--- config.mk ---
export PLATFORM = sky130hd
export DESIGN_NAME = led_pwm_engine
export DESIGN_NICKNAME = d
export VERILOG_FILES = /design/src/rtl/led_pwm_pkg.sv /design/src/rtl/led_pwm_channel.sv /design/src/rtl/led_pwm_engine.sv
export SDC_FILE = /design/constraint.sdc
export NUM_CORES = 1
export LEC_CHECK = 0
export BUFFER_PORTS_ARGS = -buffer_cell sky130_fd_sc_hd__buf_2
export CORE_ASPECT_RATIO = 0.5
export CORE_MARGIN = 2
export CORE_UTILIZATION = 64
export DETAILED_ROUTE_END_ITERATION = 8
export PLACE_DENSITY = 0.81
export SETUP_SLACK_MARGIN = 0.15
export SLEW_MARGIN = 5
export SYNTH_ARGS = -nofsm -noshare
export SYNTH_HDL_FRONTEND = slang
export SYNTH_HIERARCHICAL = 1
export SYNTH_SLANG_ARGS = --single-unit
--- constraint.sdc ---
create_clock -name hw_clk -period 6.41 [get_ports hw_clk]
set_clock_uncertainty 0.1 [all_clocks]
set_input_delay 0.641 -clock hw_clk [delete_from_list [all_inputs] [get_ports hw_clk]]
set_output_delay 0.641 -clock hw_clk [all_outputs]
set_load 0.01 [all_outputs]
--- src/rtl/led_pwm_pkg.sv ---
// Shared definitions for the LED PWM engine: channel mode encoding and a
// width helper for counters and selectors that must be at least one bit wide.
package led_pwm_pkg;

    typedef enum logic [1:0] {
        MODE_OFF     = 2'd0,
        MODE_STATIC  = 2'd1,
        MODE_BLINK   = 2'd2,
        MODE_BREATHE = 2'd3
    } led_mode_e;

    function automatic int min_width(input int n);
        return (n > 1) ? $clog2(n) : 1;
    endfunction

endpackage

--- src/rtl/led_pwm_channel.sv ---
// One LED channel: shadow/active configuration, breathe ramp state and the
// registered PWM comparator output.
module led_pwm_channel
    import led_pwm_pkg::*;
#(
    parameter int PWM_W = 8
) (
    input  logic             hw_clk,
    input  logic             rst_n,
    input  logic             frame_tick,
    input  logic             blink_phase,
    input  logic [PWM_W-1:0] pwm_cnt,
    input  logic             wr_en,
    input  led_mode_e        wr_mode,
    input  logic [PWM_W-1:0] wr_duty,
    output logic             pwm_out
);

    led_mode_e        shadow_mode;
    led_mode_e        active_mode;
    logic [PWM_W-1:0] shadow_duty;
    logic [PWM_W-1:0] active_duty;
    logic [PWM_W-1:0] level;
    logic [PWM_W-1:0] level_nxt;
    logic [PWM_W-1:0] eff_duty;
    logic             dir_up;
    logic             dir_up_nxt;

    always_ff @(posedge hw_clk or negedge rst_n) begin
        if (!rst_n) begin
            shadow_mode <= MODE_OFF;
            shadow_duty <= '0;
        end else if (wr_en) begin
            shadow_mode <= wr_mode;
            shadow_duty <= wr_duty;
        end
    end

    // Active settings and the breathe ramp only move at frame boundaries.
    always_ff @(posedge hw_clk or negedge rst_n) begin
        if (!rst_n) begin
            active_mode <= MODE_OFF;
            active_duty <= '0;
            level       <= '0;
            dir_up      <= 1'b1;
        end else if (frame_tick) begin
            active_mode <= shadow_mode;
            active_duty <= shadow_duty;
            level       <= level_nxt;
            dir_up      <= dir_up_nxt;
        end
    end

    // Ramp step uses the duty being loaded, so a lowered duty clamps at once.
    always_comb begin
        level_nxt  = level;
        dir_up_nxt = dir_up;
        if (shadow_mode == MODE_BREATHE) begin
            if (active_mode != MODE_BREATHE) begin
                level_nxt  = '0;
                dir_up_nxt = 1'b1;
            end else if (level > shadow_duty) begin
                level_nxt  = shadow_duty;
                dir_up_nxt = 1'b0;
            end else if (dir_up) begin
                if (level == shadow_duty) begin
                    dir_up_nxt = 1'b0;
                    level_nxt  = (shadow_duty == '0) ? '0 : shadow_duty - 1'b1;
                end else begin
                    level_nxt = level + 1'b1;
                end
            end else begin
                if (level == '0) begin
                    dir_up_nxt = 1'b1;
                    level_nxt  = (shadow_duty == '0) ? '0 : PWM_W'(1);
                end else begin
                    level_nxt = level - 1'b1;
                end
            end
        end
    end

    always_comb begin
        eff_duty = '0;
        case (active_mode)
            MODE_OFF:     eff_duty = '0;
            MODE_STATIC:  eff_duty = active_duty;
            MODE_BLINK:   eff_duty = blink_phase ? active_duty : '0;
            MODE_BREATHE: eff_duty = level;
            default:      eff_duty = '0;
        endcase
    end

    always_ff @(posedge hw_clk or negedge rst_n) begin
        if (!rst_n) begin
            pwm_out <= 1'b0;
        end else begin
            pwm_out <= (eff_duty > pwm_cnt);
        end
    end

endmodule

--- src/rtl/led_pwm_engine.sv ---
// Multi-channel LED PWM engine: shared prescaler, PWM counter and blink phase
// driving N_CH independent channel slices.
module led_pwm_engine
    import led_pwm_pkg::*;
#(
    parameter int N_CH         = 3,
    parameter int PWM_W        = 8,
    parameter int PRESC        = 256,
    parameter int BLINK_FRAMES = 64
) (
    input  logic                       hw_clk,
    input  logic                       rst_n,
    input  logic                       cfg_we,
    input  logic [min_width(N_CH)-1:0] cfg_ch,
    input  logic [1:0]                 cfg_mode,
    input  logic [PWM_W-1:0]           cfg_duty,
    output logic [N_CH-1:0]            pwm_out,
    output logic                       frame_tick
);

    localparam int CH_W    = min_width(N_CH);
    localparam int PRESC_W = min_width(PRESC);
    localparam int BLINK_W = min_width(BLINK_FRAMES);
    localparam logic [PRESC_W-1:0] PRESC_LAST = PRESC_W'(PRESC - 1);
    localparam logic [BLINK_W-1:0] BLINK_LAST = BLINK_W'(BLINK_FRAMES - 1);

    logic [PRESC_W-1:0] presc_cnt;
    logic [PWM_W-1:0]   pwm_cnt;
    logic [BLINK_W-1:0] blink_cnt;
    logic               blink_phase;
    logic               step;

    assign step       = (presc_cnt == PRESC_LAST);
    assign frame_tick = step && (pwm_cnt == '1);

    always_ff @(posedge hw_clk or negedge rst_n) begin
        if (!rst_n) begin
            presc_cnt <= '0;
            pwm_cnt   <= '0;
        end else begin
            presc_cnt <= step ? '0 : presc_cnt + 1'b1;
            if (step) begin
                pwm_cnt <= pwm_cnt + 1'b1;
            end
        end
    end

    // Blink phase flips once every BLINK_FRAMES completed frames.
    always_ff @(posedge hw_clk or negedge rst_n) begin
        if (!rst_n) begin
            blink_cnt   <= '0;
            blink_phase <= 1'b0;
        end else if (frame_tick) begin
            if (blink_cnt == BLINK_LAST) begin
                blink_cnt   <= '0;
                blink_phase <= ~blink_phase;
            end else begin
                blink_cnt <= blink_cnt + 1'b1;
            end
        end
    end

    for (genvar i = 0; i < N_CH; i++) begin : g_ch
        led_pwm_channel #(
            .PWM_W(PWM_W)
        ) u_ch (
            .hw_clk      (hw_clk),
            .rst_n       (rst_n),
            .frame_tick  (frame_tick),
            .blink_phase (blink_phase),
            .pwm_cnt     (pwm_cnt),
            .wr_en       (cfg_we && (cfg_ch == CH_W'(i))),
            .wr_mode     (led_mode_e'(cfg_mode)),
            .wr_duty     (cfg_duty),
            .pwm_out     (pwm_out[i])
        );
    end

endmodule

==> results.txt <==
----------------------------------------------------
[Synth]
  Post-Syn Instances ... 890
  Cell types with the highest counts after synthesis ... sky130_fd_sc_hd__dfrtp_1, sky130_fd_sc_hd__nand2_1, sky130_fd_sc_hd__ha_1
  Post-synthesis instance area ... 0.008195 mm²
  Count of synthesis-stage warnings from yosys ... 6
  Area share of the leading cell type in the synthesized netlist ... around a third
  Main flop type after synthesis ... sky130_fd_sc_hd__dfrtp_1
  Post-synthesis average cell area ... 9.208 µm²
  Total of flip-flops plus latches after synthesis ... 113
  Post-synthesis cell type count ... 55
  Part of the Yosys area used for sequential elements ... 34.55%
  Post-synthesis async set-or-reset flop share ... between 90% and 100%
  Nets in the synthesized netlist ... 971
  Number of synthesized flops with an enable pin ... 0
  Cell accounting for the most synthesized area ... sky130_fd_sc_hd__dfrtp_1
  Largest cells by area after synthesis ... sky130_fd_sc_hd__dfrtp_1, sky130_fd_sc_hd__ha_1, sky130_fd_sc_hd__mux2_2, sky130_fd_sc_hd__o21ai_0, sky130_fd_sc_hd__nand2_1
  Cell with the most instances after synthesis ... sky130_fd_sc_hd__dfrtp_1

[Placed design]
  Worst slack at placement ... 3.263 ns
  Total instance count after detailed placement ... 1034
  Quantity of I/O buffers inserted on ports ... 18
  DP Wirelength ... approximately 15 mm
  Placer Congestion ... just under 1

[Min path]
  Class of the tightest hold or removal check ... primary input to asynchronous set/reset pin

[Routing]
  Routed Wire Length ... 21.14 mm
  First-pass iteration count of the detailed router ... 5
  Metal2 WL ... around 9.7 mm
  Initial drt markers ... ~640
  Routed length on met3 ... 1.757 mm
  Routed length per instance ... 19.83 µm
  Highest layer used for signal routing ... met4
  Post-DR vias/cell ... 6.624
  Post-route DRC ... 0
  Post-route ant nets ... 0
  Detailed-route via count ... between 7000 and 8000
  Met1 routed wirelength after detailed routing ... 9.254 mm

[Clocking]
  Num Clock Sinks ... 113
  Number of buffers created by CTS ... 17
  Clock root buffer ... sky130_fd_sc_hd__clkbuf_16
  Clk_lat worst skew ... 0.40 ns
  CTS Hold Buffers Added ... 0
  CTS tree ... done
  Post-CTS setup buffer count ... 0
  Total number of H-tree levels ... 4
  Maximum number of buffers from clock root to sink ... 2
  CTS-repair resized insts ... 0
  Clock slew at the register clock pins of the worst setup and hold paths ... approximately 0.06 ns

[Timing]
  Count of final setup violators ... 0
  Setup repair after global routing missed its margin ... false
  Count of final max-slew check failures ... 0
  Normalized max-slew margin ... 29.76%
  Maximum achievable frequency ... 306.8 MHz
  Setup_tns ... 0 ns
  Final setup margin ... 3.150 ns
  Final period utilization ... between 50% and 60%
  Worst-case hold slack ... 0.1103 ns
  Hold Vio Cnt, Final ... 0
  Post-layout minimum cycle time ... 3.260 ns
  Slew @ Worst Pin ... 1.049 ns

[GRT]
  GRT overflow ... 0
  Antenna violations before repair ... 0
  Largest net degree at the start of global routing ... 76
  Global routing usage summed across all routing layers ... 32.74%
  Number of global-route vias before repair ... 6819
  Wire length of the first global-routing pass ... 35.33 mm

[Outcome]
  Status ... finished, final reports clean

[Critical path]
  Maximum fanout count along the critical path ... 36
  Classification of the worst setup path ... flop to flop
  CP max stage cell ... sky130_fd_sc_hd__nor4_4
  Largest stage delay on the critical path ... between 0.6 and 0.7 ns
  Element type at the critical path start ... flop
  Cell type group with the largest total delay on the critical path ... simple AND/OR/NAND/NOR gates
  Worst path arrival time ... 3.43 ns
  Count of buffering cells on the critical path with inverters included ... 1
  Required time at the endpoint of the critical path ... 6.58 ns
  Category of the worst setup path capture point ... flop
  Cell chain of the critical path ... ha_1 -> nand3_1 -> nor4_4 -> buf_4 -> and3_1 -> nand3_1 -> o311ai_0
  Most repeated library cell on the critical path ... sky130_fd_sc_hd__nand3_1

[Power]
  Portion of total power attributed to sequential cells ... 41.7%
  Leakage ... slightly below 4 nW
  Maximum resistive drop on vdd ... 172.4 µV
  Internal power consumption ... 0.001397 W
  Power per Cell Area ... 215.9 mW/mm²
  Share of total power consumed by net switching ... around 27%
  Net switching power figure ... 0.0005264 W
  Share of power burned in combinational logic ... 11.4%
  Clock network power share ... 46.9%

[Finish]
  Ant. Diodes ... 0
  # nets final ... 964
  Final Util ... 70.76%
  Area growth syn-to-layout ... 8.718%
  Layout cell share with drive strength beyond 1 ... roughly 15%
  Count of placed standard cells in the final layout, fillers left out ... 1066

[Floorplan]
  Initial cell density of the core ... 65.09%
  Die Footprint ... approximately 0.014 mm²
  Boundary pin count ... 19
  FP Rows ... 29
  Area of the core region ... between 0.01 and 0.015 mm²
  Die Height ... around 84 µm
  Horiz. Die Dim ... 164.0 µm

[Run]
  Max-capacitance violation count ... 0

----------------------------------------------------
## metrics by stage
step                instance area [µm²]  total power (W)
finish                             8910         0.001924
global route                       8910         0.001996
CTS                                8910         0.001930
detailed placement                 8338         0.001028
global placement                   8338         0.001020
floorplan                          8195        0.0009380
## per-layer routing
metal  global-route usage [%]  vias to the layer above
met5                        0                        -
met4                    11.24                        0
met3                    7.452                       48
met2                    51.07                      328
met1                    45.12                     3421
li1                         -                     3264
## worst reg2reg max path: cells and delay by family (launching register included)
kind | cells | cell delay [ns]
AOI/OAI and AO/OA | 1 | 0.44
adders and majority gates | 1 | 0.29
buffers and inverters | 1 | 0.51
DFF | 1 | 0.42
and+or+nand+nor | 4 | 1.37
## final cells by class
class,instances,area [µm²]
well taps,170,212.7
clock inverters,13,138.9
multi-input cells,667,4946
repair buffers,20,107.6
flip-flops and latches,113,2831
clock buffers,19,432.9
inverters,64,240.2
fillers,955,3681
## flip-flops by register name (all words and copies together), names as in the netlist, 6 cells and up
register and cells:
g_ch.u_ch/active_duty 24, g_ch.u_ch/level 24, g_ch.u_ch/shadow_duty 24, presc_cnt 8
pwm_cnt 8, blink_cnt 6, g_ch.u_ch/active_mode 6, g_ch.u_ch/shadow_mode 6
## cells in the final DEF, fill, tap and decap left out, types with 10 or more instances in the layout
| master | instances |
|---|---|
| sky130_fd_sc_hd__dfrtp_1 | 110 |
| sky130_fd_sc_hd__nand2_1 | 83 |
| sky130_fd_sc_hd__ha_1 | 66 |
| sky130_fd_sc_hd__inv_1 | 64 |
| sky130_fd_sc_hd__o21ai_0 | 63 |
| sky130_fd_sc_hd__mux2_2 | 62 |
| sky130_fd_sc_hd__a21oi_1 | 39 |
| sky130_fd_sc_hd__nand3_1 | 38 |
| sky130_fd_sc_hd__nor2_1 | 36 |
| sky130_fd_sc_hd__xnor2_1 | 30 |
| sky130_fd_sc_hd__a22o_1 | 27 |
| sky130_fd_sc_hd__clkbuf_16 | 17 |
| sky130_fd_sc_hd__buf_2 | 17 |
| sky130_fd_sc_hd__and3_1 | 16 |
| sky130_fd_sc_hd__o211ai_1 | 15 |
| sky130_fd_sc_hd__o311ai_0 | 15 |
| sky130_fd_sc_hd__nand4_1 | 14 |
| sky130_fd_sc_hd__mux2i_1 | 13 |
| sky130_fd_sc_hd__a22oi_1 | 12 |
| sky130_fd_sc_hd__xor2_1 | 11 |
| sky130_fd_sc_hd__nor2b_1 | 10 |
## worst paths after layout
check / cells past startpoint / slack [ns] / from / to
worst min-delay path: 1 / 0.11 / rst_n / g_ch[2].u_ch/shadow_duty[3]$_DFFE_PN0P_
worst min register to register: 1 / 0.38 / blink_cnt[4]$_DFFE_PN0P_ / blink_cnt[4]$_DFFE_PN0P_
worst max register to register: 7 / 3.15 / presc_cnt[0]$_DFF_PN0_ / g_ch[0].u_ch/level[0]$_DFFE_PN0P_
max in group asynchronous: 2 / 4.76 / rst_n / g_ch[1].u_ch/level[1]$_DFFE_PN0P_
worst max-delay path: 7 / 3.15 / presc_cnt[0]$_DFF_PN0_ / g_ch[0].u_ch/level[0]$_DFFE_PN0P_
min in group hw_clk: 1 / 0.38 / blink_cnt[4]$_DFFE_PN0P_ / blink_cnt[4]$_DFFE_PN0P_
## cell families after synthesis
group / after synthesis / share of synthesized area, %
adder cells (fa/ha/maj): 66 / 10.08
multiplexers: 75 / 10.11
buffers and inverters: 110 / 5.267
flip-flops: 113 / 34.55
AND/OR/NAND/NOR: 256 / 16.64
XOR/XNOR: 41 / 4.382
AO/OA/AOI/OAI: 229 / 18.98
## power by group through the flow
stage / clock network [W] / registers (W) / logic [W]
CTS: 0.000913 / 0.000799 / 0.000218
detailed placement: 0 / 0.000811 / 0.000217
global route: 0.000946 / 0.000804 / 0.000246
floorplan: 0 / 0.000788 / 0.000150
finish: 0.000902 / 0.000802 / 0.000220
global placement: 0 / 0.000811 / 0.000210
Note: power is estimated with default switching activity, not from simulation.
